File: config.mk
export PLATFORM = sky130hd
export DESIGN_NAME = crop_scheduler
export DESIGN_NICKNAME = d
export VERILOG_FILES = /design/src/rtl/crop_pkg.sv /design/src/rtl/crop_req_fifo.sv /design/src/rtl/crop_scheduler.sv
export SDC_FILE = /design/constraint.sdc
export NUM_CORES = 1
export LEC_CHECK = 0
export BUFFER_PORTS_ARGS = -buffer_cell sky130_fd_sc_hd__buf_2
export CAP_MARGIN = 20
export CELL_PAD_IN_SITES_DETAIL_PLACEMENT = 1
export CELL_PAD_IN_SITES_GLOBAL_PLACEMENT = 2
export CORE_UTILIZATION = 45
export DETAILED_ROUTE_END_ITERATION = 7
export GPL_ROUTABILITY_DRIVEN = 0
export GPL_TIMING_DRIVEN = 0
export PLACE_DENSITY = 0.82
export SETUP_SLACK_MARGIN = 0.4
export SKIP_CTS_REPAIR_TIMING = 1
export SLEW_MARGIN = 10
export SYNTH_ARGS = -nofsm -noshare
export SYNTH_HDL_FRONTEND = slang
export SYNTH_HIERARCHICAL = 1
export SYNTH_SLANG_ARGS = --single-unit
File: constraint.sdc
create_clock -name clk -period 4.5 [get_ports clk]
set_clock_uncertainty 0.15 [all_clocks]
set_input_delay 0.225 -clock clk [delete_from_list [all_inputs] [get_ports clk]]
set_output_delay 0.225 -clock clk [all_outputs]
set_load 0.05 [all_outputs]
File: src/rtl/crop_pkg.sv
// Shared definitions for the crop scheduler: default geometry, request field
// widths and the controller state encoding.
package crop_pkg;

    localparam int IN_ROWS_DEF   = 40;
    localparam int IN_COLS_DEF   = 40;
    localparam int OUT_ROWS_DEF  = 20;
    localparam int OUT_COLS_DEF  = 20;
    localparam int ROW_W         = 10;
    localparam int COL_W         = 10;
    localparam int REQ_W         = ROW_W + COL_W;
    localparam int REQ_DEPTH_DEF = 4;

    localparam int FRAME_PIXELS  = IN_ROWS_DEF * IN_COLS_DEF;
    localparam int CROP_PIXELS   = OUT_ROWS_DEF * OUT_COLS_DEF;

    typedef enum logic [1:0] {
        ST_IDLE = 2'd0,
        ST_LOAD = 2'd1,
        ST_RUN  = 2'd2,
        ST_DONE = 2'd3
    } crop_state_e;

endpackage

File: src/rtl/crop_req_fifo.sv
// Small synchronous request FIFO holding packed {Y1, X1} crop boxes.
// Pushes while full and pops while empty are ignored.
module crop_req_fifo
    import crop_pkg::*;
#(
    parameter int WIDTH = REQ_W,
    parameter int DEPTH = REQ_DEPTH_DEF
) (
    input  logic             clk,
    input  logic             reset,
    input  logic             push,
    input  logic [WIDTH-1:0] push_data,
    input  logic             pop,
    output logic [WIDTH-1:0] pop_data,
    output logic             full,
    output logic             empty
);

    localparam int AW = $clog2(DEPTH);

    logic [WIDTH-1:0] mem_r [DEPTH];
    logic [AW-1:0]    wr_ptr_r;
    logic [AW-1:0]    rd_ptr_r;
    logic [AW:0]      count_r;
    logic             push_ok_s;
    logic             pop_ok_s;

    assign full      = (count_r == (AW+1)'(DEPTH));
    assign empty     = (count_r == {(AW+1){1'b0}});
    assign push_ok_s = push & ~full;
    assign pop_ok_s  = pop & ~empty;
    assign pop_data  = mem_r[rd_ptr_r];

    // Storage, pointers and occupancy count.
    always_ff @(posedge clk or negedge reset) begin
        if (!reset) begin
            for (int i = 0; i < DEPTH; i++) begin
                mem_r[i] <= {WIDTH{1'b0}};
            end
            wr_ptr_r <= {AW{1'b0}};
            rd_ptr_r <= {AW{1'b0}};
            count_r  <= {(AW+1){1'b0}};
        end else begin
            if (push_ok_s) begin
                mem_r[wr_ptr_r] <= push_data;
                wr_ptr_r        <= wr_ptr_r + AW'(1);
            end
            if (pop_ok_s) begin
                rd_ptr_r <= rd_ptr_r + AW'(1);
            end
            case ({push_ok_s, pop_ok_s})
                2'b10:   count_r <= count_r + (AW+1)'(1);
                2'b01:   count_r <= count_r - (AW+1)'(1);
                default: count_r <= count_r;
            endcase
        end
    end

endmodule

File: src/rtl/crop_scheduler.sv
// Per-frame crop controller: queues crop boxes, clamps them into the image,
// hands them to the filter, gates the pixel stream and checks pixel counts.
module crop_scheduler
    import crop_pkg::*;
#(
    parameter int IN_ROWS          = IN_ROWS_DEF,
    parameter int IN_COLS          = IN_COLS_DEF,
    parameter int OUT_ROWS         = OUT_ROWS_DEF,
    parameter int OUT_COLS         = OUT_COLS_DEF,
    parameter int IMG_ROW_BITWIDTH = ROW_W,
    parameter int IMG_COL_BITWIDTH = COL_W,
    parameter int REQ_DEPTH        = REQ_DEPTH_DEF
) (
    input  logic                                       clk,
    input  logic                                       reset,
    input  logic [IMG_ROW_BITWIDTH+IMG_COL_BITWIDTH-1:0] req_TDATA,
    input  logic                                       req_TVALID,
    output logic                                       req_TREADY,
    output logic [IMG_ROW_BITWIDTH-1:0]                crop_Y1_TDATA,
    output logic                                       crop_Y1_TVALID,
    input  logic                                       crop_Y1_TREADY,
    output logic [IMG_COL_BITWIDTH-1:0]                crop_X1_TDATA,
    output logic                                       crop_X1_TVALID,
    input  logic                                       crop_X1_TREADY,
    input  logic                                       pix_in_hs,
    input  logic                                       pix_out_hs,
    output logic                                       pixel_gate,
    output logic                                       frame_done,
    output logic                                       clamped,
    output logic                                       crop_err
);

    localparam int RQW       = IMG_ROW_BITWIDTH + IMG_COL_BITWIDTH;
    localparam int FRAME_PIX = IN_ROWS * IN_COLS;
    localparam int CROP_PIX  = OUT_ROWS * OUT_COLS;
    localparam int CNT_W     = $clog2(FRAME_PIX) + 1;

    localparam logic [CNT_W-1:0]            FRAME_LAST  = CNT_W'(FRAME_PIX - 1);
    localparam logic [CNT_W-1:0]            CROP_TARGET = CNT_W'(CROP_PIX);
    localparam logic [CNT_W-1:0]            CNT_MAX     = {CNT_W{1'b1}};
    localparam logic [IMG_ROW_BITWIDTH-1:0] Y_MAX       = IMG_ROW_BITWIDTH'(IN_ROWS - OUT_ROWS);
    localparam logic [IMG_COL_BITWIDTH-1:0] X_MAX       = IMG_COL_BITWIDTH'(IN_COLS - OUT_COLS);

    crop_state_e                 state_r;
    crop_state_e                 state_n;

    logic                        ready_r;
    logic                        fifo_full_s;
    logic                        fifo_empty_s;
    logic                        fifo_push_s;
    logic                        pop_s;
    logic [RQW-1:0]              head_s;
    logic [IMG_ROW_BITWIDTH-1:0] head_y_s;
    logic [IMG_COL_BITWIDTH-1:0] head_x_s;
    logic [IMG_ROW_BITWIDTH-1:0] y_clamp_s;
    logic [IMG_COL_BITWIDTH-1:0] x_clamp_s;
    logic                        y_over_s;
    logic                        x_over_s;

    logic [IMG_ROW_BITWIDTH-1:0] y_data_r;
    logic [IMG_COL_BITWIDTH-1:0] x_data_r;
    logic                        y_valid_r;
    logic                        x_valid_r;
    logic                        gate_r;
    logic                        done_r;
    logic                        clamped_r;
    logic                        err_r;

    logic [CNT_W-1:0]            pix_cnt_r;
    logic [CNT_W-1:0]            crop_cnt_r;
    logic [CNT_W-1:0]            crop_total_s;
    logic                        pix_in_acc_s;

    assign req_TREADY  = ready_r & ~fifo_full_s;
    assign fifo_push_s = req_TVALID & req_TREADY;

    crop_req_fifo #(
        .WIDTH (RQW),
        .DEPTH (REQ_DEPTH)
    ) u_req_fifo (
        .clk       (clk),
        .reset     (reset),
        .push      (fifo_push_s),
        .push_data (req_TDATA),
        .pop       (pop_s),
        .pop_data  (head_s),
        .full      (fifo_full_s),
        .empty     (fifo_empty_s)
    );

    assign head_y_s  = head_s[RQW-1 -: IMG_ROW_BITWIDTH];
    assign head_x_s  = head_s[IMG_COL_BITWIDTH-1:0];
    assign y_over_s  = (head_y_s > Y_MAX);
    assign x_over_s  = (head_x_s > X_MAX);
    assign y_clamp_s = y_over_s ? Y_MAX : head_y_s;
    assign x_clamp_s = x_over_s ? X_MAX : head_x_s;

    // Pixels offered while the gate is closed are an integration fault and never count.
    assign pix_in_acc_s = pix_in_hs & gate_r;
    assign crop_total_s = crop_cnt_r + CNT_W'(pix_out_hs);

    // Controller state register.
    always_ff @(posedge clk or negedge reset) begin
        if (!reset) begin
            state_r <= ST_IDLE;
        end else begin
            state_r <= state_n;
        end
    end

    // Next-state decode and FIFO pop request.
    always_comb begin
        state_n = state_r;
        pop_s   = 1'b0;
        case (state_r)
            ST_IDLE: begin
                if (!fifo_empty_s) begin
                    pop_s   = 1'b1;
                    state_n = ST_LOAD;
                end else begin
                    state_n = ST_IDLE;
                end
            end
            ST_LOAD: begin
                if ((!y_valid_r || crop_Y1_TREADY) && (!x_valid_r || crop_X1_TREADY)) begin
                    state_n = ST_RUN;
                end else begin
                    state_n = ST_LOAD;
                end
            end
            ST_RUN: begin
                if (pix_in_acc_s && (pix_cnt_r == FRAME_LAST)) begin
                    state_n = ST_DONE;
                end else begin
                    state_n = ST_RUN;
                end
            end
            ST_DONE: begin
                if (!fifo_empty_s) begin
                    pop_s   = 1'b1;
                    state_n = ST_LOAD;
                end else begin
                    state_n = ST_IDLE;
                end
            end
            default: begin
                state_n = ST_IDLE;
            end
        endcase
    end

    // Coordinate channels, gate, frame pulse and clamp flag.
    always_ff @(posedge clk or negedge reset) begin
        if (!reset) begin
            ready_r   <= 1'b0;
            y_data_r  <= {IMG_ROW_BITWIDTH{1'b0}};
            x_data_r  <= {IMG_COL_BITWIDTH{1'b0}};
            y_valid_r <= 1'b0;
            x_valid_r <= 1'b0;
            gate_r    <= 1'b0;
            done_r    <= 1'b0;
            clamped_r <= 1'b0;
        end else begin
            ready_r <= 1'b1;
            gate_r  <= (state_n == ST_RUN);
            done_r  <= (state_n == ST_DONE);
            if (pop_s) begin
                y_data_r  <= y_clamp_s;
                x_data_r  <= x_clamp_s;
                y_valid_r <= 1'b1;
                x_valid_r <= 1'b1;
                if (y_over_s || x_over_s) begin
                    clamped_r <= 1'b1;
                end
            end else begin
                if (y_valid_r && crop_Y1_TREADY) begin
                    y_valid_r <= 1'b0;
                end
                if (x_valid_r && crop_X1_TREADY) begin
                    x_valid_r <= 1'b0;
                end
            end
        end
    end

    // Frame and crop pixel counters plus the end-of-frame count check.
    always_ff @(posedge clk or negedge reset) begin
        if (!reset) begin
            pix_cnt_r  <= {CNT_W{1'b0}};
            crop_cnt_r <= {CNT_W{1'b0}};
            err_r      <= 1'b0;
        end else begin
            case (state_r)
                ST_RUN: begin
                    if (pix_in_acc_s) begin
                        pix_cnt_r <= pix_cnt_r + CNT_W'(1);
                    end
                    if (pix_out_hs && (crop_cnt_r != CNT_MAX)) begin
                        crop_cnt_r <= crop_cnt_r + CNT_W'(1);
                    end
                end
                ST_DONE: begin
                    pix_cnt_r  <= {CNT_W{1'b0}};
                    crop_cnt_r <= {CNT_W{1'b0}};
                    if (crop_total_s != CROP_TARGET) begin
                        err_r <= 1'b1;
                    end
                end
                default: begin
                    pix_cnt_r  <= pix_cnt_r;
                    crop_cnt_r <= crop_cnt_r;
                end
            endcase
        end
    end

    assign crop_Y1_TDATA  = y_data_r;
    assign crop_X1_TDATA  = x_data_r;
    assign crop_Y1_TVALID = y_valid_r;
    assign crop_X1_TVALID = x_valid_r;
    assign pixel_gate     = gate_r;
    assign frame_done     = done_r;
    assign clamped        = clamped_r;
    assign crop_err       = err_r;

endmodule

==> flow_summary.ini <==
[sta]
rsz0062_at_grt = false
report.final.slew_viol_count = 0
finalHoldViolCount = 0
max_freq_ghz = 0.360
timing.hold.ws_ps = 9.59
max_slew.worst_pin.slew_ps = 800
fin_crit_ps = 2780
setup_violations = 0
fin_crit_sh = 0.618
final.setup.tns_ps = 0
relSlewSlack = 0.466

[floorplanning]
start_util = 0.459
rows = 44
fp.coreArea_mm2 = 0.0145
die_area_mm2 = 0.0152
die_y_um = 123
io_pins = 54
die_w_um = 123

[worst_setup_path]
cp_slowest_stage_delay_ps = 380
crit_type = flop to flop
arrival_ps = 2960
path_common_cell = inv_1
cp.depth = 12
cp.required_ps = 4680
path_cells = inv_1 > ha_1 > nand2b_1 > clkbuf_1 > inv_1 > o31a_1 > ha_1 > inv_1 > fa_1 > xor2_1 > nor2_1 > xor2_1
crit_family = adder cells
crit_path_top_delay_cell = dfrtp_1
worst-path-buf-inv = 4
end_kind = flop
rr_startpoint = state_r[0]
r2r_setup_slack_ps = 1720
crit_start = state_r[0]
cp_max_fo = 8
ff2ff_path_depth = 12
cp-start-kind = flop

[detailed_routing]
wl_um = 15300
ant_nets = 0
drt-initial-drc-count = 287
vias = 4481
drcViolationCount = 0
drt-vias-per-instance = 5.54
wl_per_cell_um = 18.9
firstDrtPassIters = 4

[finish]
multi_input_area_mm2 = 0.00292
antenna_cells = 0
utilization = 0.552
nNetsFinal = 654
seq_area_mm2 = 0.00350
final_cell_area_mm2 = 0.00799
final_common_cell = dfrtp_1
most-common-layout-cells = dfrtp_1 (140), mux2_2 (81), buf_2 (58)
area_growth_syn_to_layout_pct = 20.4
drive_above_1_share = 0.341
nFillCells = 1508

[synthesis]
avgSynthCellArea_um2 = 12.8
synth.distinct_cells = 55
syn_area_mm2 = 0.00664
synthTopCellsByArea = dfrtp_1 (53%), mux2_2 (14%), mux4_2 (6.8%)
ys_async_sr_fraction = 1.00
synth_edf_count = 0
synth.largest_area_cell = dfrtp_1
synthCells = 520
synthFlopType = dfrtp_1
yosysSeqAreaShare = 0.528
yosysWarnings = 6
ys_ff_latch = 140
synthDominantCellAreaShare = 0.528
syn_nets = 560

[placed_design]
port_buffers = 53
hpwl_um = 10200
place_area_mm2 = 0.00717

[power_and_ir_drop]
p_per_area_mw_per_mm2 = 697
finalPower_w = 0.00557
p_leak_nw = 3.50
ir_drop_mv = 0.311

[clock_network]
cts_sinks = 140
cts_tree = yes
clkTransAtPathRegs_ps = 60
htreeDepth = 4
clockBufferDepth = 2
clk_latency_ps = 420
cts_root_buf = clkbuf_16
cts_made_buffers = 17

[grt]
grt_pass1_wl_um = 25400
grt_pass1_vias = 4704
grt_util_all_layers = 0.224
antenna_found_initial = 0
grt_max_degree = 79
grt.overflow.total = 0

[worst_hold_path]
worst_hold_path.num_cells = 3
worst_hold_path_type = input port to flop
hp-start = crop_Y1_TREADY

[status]
status = finished, final reports clean

[run]
maxCapViolCount = 0
==> sequential cells by signal, indices dropped and copies added, names as in the netlist <==
signal               flops
crop_Y1_TDATA           10
crop_X1_TDATA           10
crop_cnt_r              12
frame_done               1
u_req_fifo/mem_r        80
u_req_fifo/rd_ptr_r      2
u_req_fifo/wr_ptr_r      2
pixel_gate               1
u_req_fifo/count_r       3
crop_err                 1
crop_Y1_TVALID           1
state_r                  2
pix_cnt_r               12
ready_r                  1
clamped                  1
crop_X1_TVALID           1
==> per-stage QoR <==
stage                     instances  worst slack (ps)
final                           809              1720
after global routing            809              1480
after CTS                       788              1670
after detailed placement        758              1680
after global placement          757              1100
after floorplan                 520              1740
==> synth_stat cells (all sizes together) (2+ instances only) <==
master / instances
nand3: 15
nor3b: 2
a21boi: 2
o21ai: 25
nand2b: 6
mux2: 82
a32o: 3
mux4: 20
and2: 13
nor4b: 2
nand2: 46
nor4: 3
a21oi: 13
inv: 14
a22o: 6
nor3: 11
ha: 12
buf: 16
nor2: 30
clkbuf: 7
nand4: 8
xnor2: 12
xor2: 5
o21a: 2
nor2b: 2
dfrtp: 140
a31oi: 5
==> layer usage <==
layer  share of wire  track usage
met4           0.013       0.0715
met5               0            0
met2            0.52        0.376
met1            0.44        0.290
met3           0.030       0.0461
==> layout make-up <==
class	count	area share
well taps	184	0.0288
clock buffers	21	0.0601
multi-input cells	343	0.365
clock inverters	9	0.0169
plain buffers	23	0.0202
inverters	14	0.00657
flip-flops and latches	140	0.438
repair buffers	75	0.0637
==> final timing paths <==
path,end
max,u_req_fifo/count_r[2]
min,crop_Y1_TVALID
max reg2reg,u_req_fifo/count_r[2]
min reg2reg,clamped
max in group asynchronous,u_req_fifo/mem_r[59]
min in group asynchronous,pix_cnt_r[4]
==> where the power goes <==
group	switching, W	internal (W)	total (W)
clock	0.000530	0.000926	0.00146
sequential	0.000308	0.00175	0.00205
combinational	0.00110	0.000968	0.00206
==> logic make-up (layout without fill, tap and decap cells) <==
kind of cell	after synthesis	in the layout	share of synthesized area
buffers and inverters	37	142	0.0322
xor gates and xnor gates	17	17	0.0224
other	1	1	0.000565
and+or+nand+nor	142	142	0.112
adders and majority gates	13	13	0.0256
DFF	140	140	0.528
AOI/OAI and AO/OA	67	67	0.0709
muxes	103	103	0.208
==> worst reg2reg max path, stage by stage, from the launching register on <==
cell	delay, ps
dfrtp_1	380
inv_1	50
ha_1	270
nand2b_1	50
clkbuf_1	210
inv_1	250
o31a_1	250
ha_1	200
inv_1	60
fa_1	380
xor2_1	150
nor2_1	120
xor2_1	170
Note: power is estimated with default switching activity, not from simulation.
